[config.mk]
export PLATFORM = sky130hd
export DESIGN_NAME = nibble_serial_addsub32
export DESIGN_NICKNAME = d
export VERILOG_FILES = /design/src/rtl/alu32_pkg.sv /design/src/rtl/cla4.sv /design/src/rtl/nibble_serial_addsub32.sv
export SDC_FILE = /design/constraint.sdc
export NUM_CORES = 1
export LEC_CHECK = 0
export CAP_MARGIN = 30
export CORE_MARGIN = 4
export CORE_UTILIZATION = 34
export CTS_CLUSTER_DIAMETER = 80
export DETAILED_ROUTE_END_ITERATION = 10
export SLEW_MARGIN = 25
export SYNTH_ARGS = -nofsm -noshare
export SYNTH_HDL_FRONTEND = slang
export SYNTH_SLANG_ARGS = --single-unit
[constraint.sdc]
create_clock -name clk -period 4.8 [get_ports clk]
set_input_delay 0.96 -clock clk [delete_from_list [all_inputs] [get_ports clk]]
set_output_delay 0.96 -clock clk [all_outputs]
set_load 0.01 [all_outputs]
[src/rtl/alu32_pkg.sv]
// Shared encodings for the nibble-serial 32-bit add/subtract unit.
package alu32_pkg;

  typedef enum logic [1:0] {
    ST_IDLE = 2'd0,
    ST_RUN  = 2'd1,
    ST_DONE = 2'd2
  } state_t;

  localparam logic OP_ADD = 1'b0;
  localparam logic OP_SUB = 1'b1;

  localparam int unsigned NIB_W = 4;

endpackage

[src/rtl/cla4.sv]
// 4-bit carry-lookahead adder; purely combinational nibble datapath.
module cla4 (
  input  logic [3:0] a,
  input  logic [3:0] b,
  input  logic       ci,
  output logic [3:0] sum_c,
  output logic       co_c
);

  logic [3:0] g;
  logic [3:0] p;
  logic [4:0] c;

  // Carries expanded from generate/propagate, no ripple between bits.
  always_comb begin
    g    = a & b;
    p    = a ^ b;
    c[0] = ci;
    c[1] = g[0] | (p[0] & ci);
    c[2] = g[1] | (p[1] & g[0]) | (p[1] & p[0] & ci);
    c[3] = g[2] | (p[2] & g[1]) | (p[2] & p[1] & g[0]) | (p[2] & p[1] & p[0] & ci);
    c[4] = g[3] | (p[3] & g[2]) | (p[3] & p[2] & g[1]) | (p[3] & p[2] & p[1] & g[0])
         | (p[3] & p[2] & p[1] & p[0] & ci);
    sum_c = p ^ c[3:0];
    co_c  = c[4];
  end

endmodule

[src/rtl/nibble_serial_addsub32.sv]
// Multi-cycle add/subtract: one nibble per clock through a single cla4,
// carry kept in a register between nibbles, NZCV flags on completion.
module nibble_serial_addsub32
  import alu32_pkg::*;
#(
  parameter int unsigned WIDTH = 32
) (
  input  logic             clk,
  input  logic             reset,
  input  logic             start,
  input  logic             op,
  input  logic [WIDTH-1:0] a,
  input  logic [WIDTH-1:0] b,
  output logic             busy,
  output logic             done,
  output logic [WIDTH-1:0] result,
  output logic             flag_n,
  output logic             flag_z,
  output logic             flag_c,
  output logic             flag_v
);

  localparam int unsigned NIB   = WIDTH / NIB_W;
  localparam int unsigned CNT_W = $clog2(NIB + 1);

  state_t             state, state_nx;
  logic [WIDTH-1:0]   a_sh, a_sh_nx;
  logic [WIDTH-1:0]   bx_sh, bx_sh_nx;
  logic               carry, carry_nx;
  logic [CNT_W-1:0]   cnt, cnt_nx;
  logic [WIDTH-1:0]   result_nx;
  logic               busy_nx, done_nx;
  logic               flag_n_nx, flag_z_nx, flag_c_nx, flag_v_nx;
  logic [NIB_W-1:0]   nib_sum;
  logic               nib_co;

  cla4 u_cla4 (
    .a     (a_sh[NIB_W-1:0]),
    .b     (bx_sh[NIB_W-1:0]),
    .ci    (carry),
    .sum_c (nib_sum),
    .co_c  (nib_co)
  );

  always_ff @(posedge clk or posedge reset) begin
    if (reset) begin
      state  <= ST_IDLE;
      a_sh   <= '0;
      bx_sh  <= '0;
      carry  <= 1'b0;
      cnt    <= '0;
      result <= '0;
      busy   <= 1'b0;
      done   <= 1'b0;
      flag_n <= 1'b0;
      flag_z <= 1'b0;
      flag_c <= 1'b0;
      flag_v <= 1'b0;
    end else begin
      state  <= state_nx;
      a_sh   <= a_sh_nx;
      bx_sh  <= bx_sh_nx;
      carry  <= carry_nx;
      cnt    <= cnt_nx;
      result <= result_nx;
      busy   <= busy_nx;
      done   <= done_nx;
      flag_n <= flag_n_nx;
      flag_z <= flag_z_nx;
      flag_c <= flag_c_nx;
      flag_v <= flag_v_nx;
    end
  end

  always_comb begin
    state_nx  = state;
    a_sh_nx   = a_sh;
    bx_sh_nx  = bx_sh;
    carry_nx  = carry;
    cnt_nx    = cnt;
    result_nx = result;
    busy_nx   = busy;
    done_nx   = 1'b0;
    flag_n_nx = flag_n;
    flag_z_nx = flag_z;
    flag_c_nx = flag_c;
    flag_v_nx = flag_v;

    unique case (state)
      ST_IDLE: begin
        busy_nx = 1'b0;
        // Subtract is a + ~b + 1; the +1 enters as the initial carry.
        if (start) begin
          a_sh_nx   = a;
          bx_sh_nx  = (op == OP_SUB) ? ~b : b;
          carry_nx  = op;
          cnt_nx    = '0;
          result_nx = '0;
          busy_nx   = 1'b1;
          state_nx  = ST_RUN;
        end
      end
      ST_RUN: begin
        result_nx[NIB_W*int'(cnt) +: NIB_W] = nib_sum;
        carry_nx = nib_co;
        cnt_nx   = cnt + CNT_W'(1);
        a_sh_nx  = a_sh >> NIB_W;
        bx_sh_nx = bx_sh >> NIB_W;
        // Final nibble: shift registers still hold the operand MSBs here.
        if (cnt == CNT_W'(NIB - 1)) begin
          state_nx  = ST_DONE;
          busy_nx   = 1'b0;
          done_nx   = 1'b1;
          flag_n_nx = result_nx[WIDTH-1];
          flag_z_nx = (result_nx == '0);
          flag_c_nx = nib_co;
          flag_v_nx = (a_sh[NIB_W-1] == bx_sh[NIB_W-1]) &&
                      (nib_sum[NIB_W-1] != a_sh[NIB_W-1]);
        end
      end
      ST_DONE: begin
        busy_nx  = 1'b0;
        state_nx = ST_IDLE;
      end
      default: begin
        busy_nx  = 1'b0;
        state_nx = ST_IDLE;
      end
    endcase
  end

endmodule

==> results.toml <==
[grt]
grt_max_degree = 91
grt_first_pass_wirelength_mm = 23.0
track_usage_pct = 16.0
grt_pass1_vias = 4386
gr-total-overflow = 0
antenna_found_initial = 0

[yosys]
syn-instance-count = 557
async_flop_share_pct = 100
ys_types = 53
synth_common_cells = "109 x dfrtp_1, 104 x nand2_1, 57 x nor2_1"
synthesis.nets = 637
yosys_warnings = 0
synthTopCellsByArea = "dfrtp_1 50%, nand2_1 7.2%, xnor2_1 5.5%"
synth-main-ff-cell = "dfrtp_1"
seq_area_frac_synth_pct = 50.4
ys_ff_latch = 109
avgSynthCellArea_um2 = 9.71
synth_area_mm2 = 0.00541
synth_most_common_cell = "dfrtp_1"
yosys.area.top_type = "dfrtp_1"
synth-edff-count = 0
synth_top_area_share_pct = 50.4

[critical_path]
crit_chain = "inv_1, ha_1, or4b_1, nor3_2, a211oi_2, a2111oi_1, nand4b_1, o31ai_1"
arrival_ns = 3.37
cpLargestDelayFamily = "simple AND/OR/NAND/NOR gates"
max_stage_delay_ns = 0.65
end_kind = "flip-flop"
worst_path_max_delay_cell = "dfrtp_1"
cp-start-kind = "flip-flop"
worst-path-buf-inv = 1
required_ns = 5.04
critPathKind = "reg -> reg"
critPathMaxFanout = 15

[status]
status = "finished, final reports clean"

[finish]
insertedDiodeCount = 0
syn_to_final_growth_pct = 28.4
multi_input_area_mm2 = 0.00253
fillers = 1426
drive_above_1_share_pct = 5.11
fin_nets = 721
seq_area_mm2 = 0.00273

[power_and_ir_drop]
pwr-share-clk_pct = 17.3
irDropWorstVdd_uv = 246
p_leak_nw = 3.02
p_sw_mw = 1.98
p_comb_share_pct = 49.0
p_total_mw = 4.66
power.density_mw_per_mm2 = 671
p_sw_share_pct = 42.4
power_frac_seq_pct = 33.7
power.internal_mw = 2.68

[sta]
setup_tns_ns = 0
slew_headroom_pct = 40.4
min_period_ns = 3.13
drv_slew = 0
finalSetupViolations = 0
skew_ns = 0.00469
worst_pin_slew_ns = 0.893
layout_setup_ws_ns = 1.67
grt_setup_unrepaired = "no"
max_clock_freq_mhz = 320
timing.final.crit_share_pct = 65.2
finalHoldViolCount = 0

[routing]
avgRoutedWirePerCell_um = 16.8
detail_route.vias_per_cell = 5.30
drt_iter0_drc = 348
wl_mm = 14.4
ant_nets = 0
drc = 0
drt_pass1_iterations = 8
routed-via-count = 4545

[die]
fp.dieH_um = 134
die_x_um = 134
core_mm2 = 0.0154
pin_count = 106
dieArea_mm2 = 0.0180
start_util_pct = 35.2
placementRows = 45

[place]
port_buffers = 105
hpwlAfterDp_mm = 10.3
place_congestion = 0.885
pre_cts_slack_ns = 1.57

[clock_network]
clock_latency_ns = 0.35
post_cts_buffers = 0
root_buffer = "clkbuf_16"
cts_tree = "built"
cts.reportedPaths.clkPinSlew_ns = 0.07
post_cts_resized = 0
cts.sink_count = 109
cts_buffer_depth = 2
cts_max_level = 3
cts_buffers = 9
cts_hold_buf = 0

[min_path]
min_path_type = "reg -> reg"

[run]
drv_cap = 0
-- layer usage --
metal | part of all wire (%) | vias to the layer above | GRT usage, %
met1 | 45 | 2198 | 21.6
met4 | 2.3 | 0 | 7.01
met2 | 47 | 181 | 25.4
li1 | - | 2142 | -
met5 | 0 | - | 0
met3 | 6.1 | 24 | 2.81
-- power groups by stage --
stage	Clock, mW	Sequential (mW)	Combinational (mW)
2_1_floorplan	0	1.52	1.53
3_3_place_gp	0	1.57	2.23
5_1_grt	0.868	1.61	2.49
6_report	0.805	1.57	2.28
4_1_cts	0.831	1.57	2.28
3_5_place_dp	0	1.58	2.28
-- layout by cell type (no fill, tap or decap), types with 4 or more instances in the layout --
cell type        count
dfrtp_1            109
nand2_1            104
clkdlybuf4s50_1    104
nor2_1              56
xnor2_1             34
o21ai_0             32
a22oi_1             30
a221o_1             28
a21oi_1             13
a22o_1              12
ha_1                11
nand3_1             10
clkbuf_16            9
nor3_1               8
nand4_1              7
o21ai_1              7
inv_1                6
a21o_1               4
xor2_1               4
buf_4                4
-- sequential cells by signal (all words and copies together) (netlist names), 2 cells and up --
register,flops
a_sh,32
bx_sh,32
result,32
cnt,4
state,2
-- worst min-delay path, cell delays in order, from the launching register on --
cell,delay (ns)
dfrtp_1,0.35
nand2_1,0.05
nand2_1,0.05
-- path summary, 6_finish.rpt --
kind / startpoint / cells after the start / to / slack (ns)
max reg2reg: cnt[0] / 8 / flag_z / 1.67
max in group asynchronous: reset / 3 / bx_sh[27] / 2.87
min: a_sh[25] / 2 / a_sh[25] / 0.48
min in group asynchronous: reset / 2 / result[18] / 1.15
min reg2reg: a_sh[25] / 2 / a_sh[25] / 0.48
max: cnt[0] / 8 / flag_z / 1.67
-- final cells by class --
type                            count  area share, %
Clock buffer                       13           3.60
Multi-Input combinational cell    405           36.4
Clock inverter                      3          0.991
Tap cell                          211           3.80
Sequential cell                   109           39.3
Timing Repair Buffer              109           15.5
Inverter                            7          0.450
-- through the flow --
step / instance area, um2 / hold WS (ns) / util (%) / std cells
after floorplan: 5410 / 0.446 / - / 557
after global placement: 6620 / 0.461 / 43.1 / 841
after detailed placement: 6630 / 0.466 / 43.1 / 841
after CTS: 6940 / 0.483 / 45.2 / 857
after global routing: 6940 / 0.491 / 45.2 / 857
final: 6940 / 0.482 / 45.2 / 857
-- kinds of logic after synthesis --
| group | Yosys count | share of synthesized area [%] |
|---|---|---|
| adders and majority gates | 12 | 2.91 |
| and+or+nand+nor | 204 | 16.3 |
| AOI/OAI and AO/OA | 147 | 20.1 |
| muxes | 2 | 0.416 |
| buffers and inverters | 43 | 3.17 |
| xor gates and xnor gates | 40 | 6.75 |
| DFF | 109 | 50.4 |
Note: power is estimated with default switching activity, not from simulation.
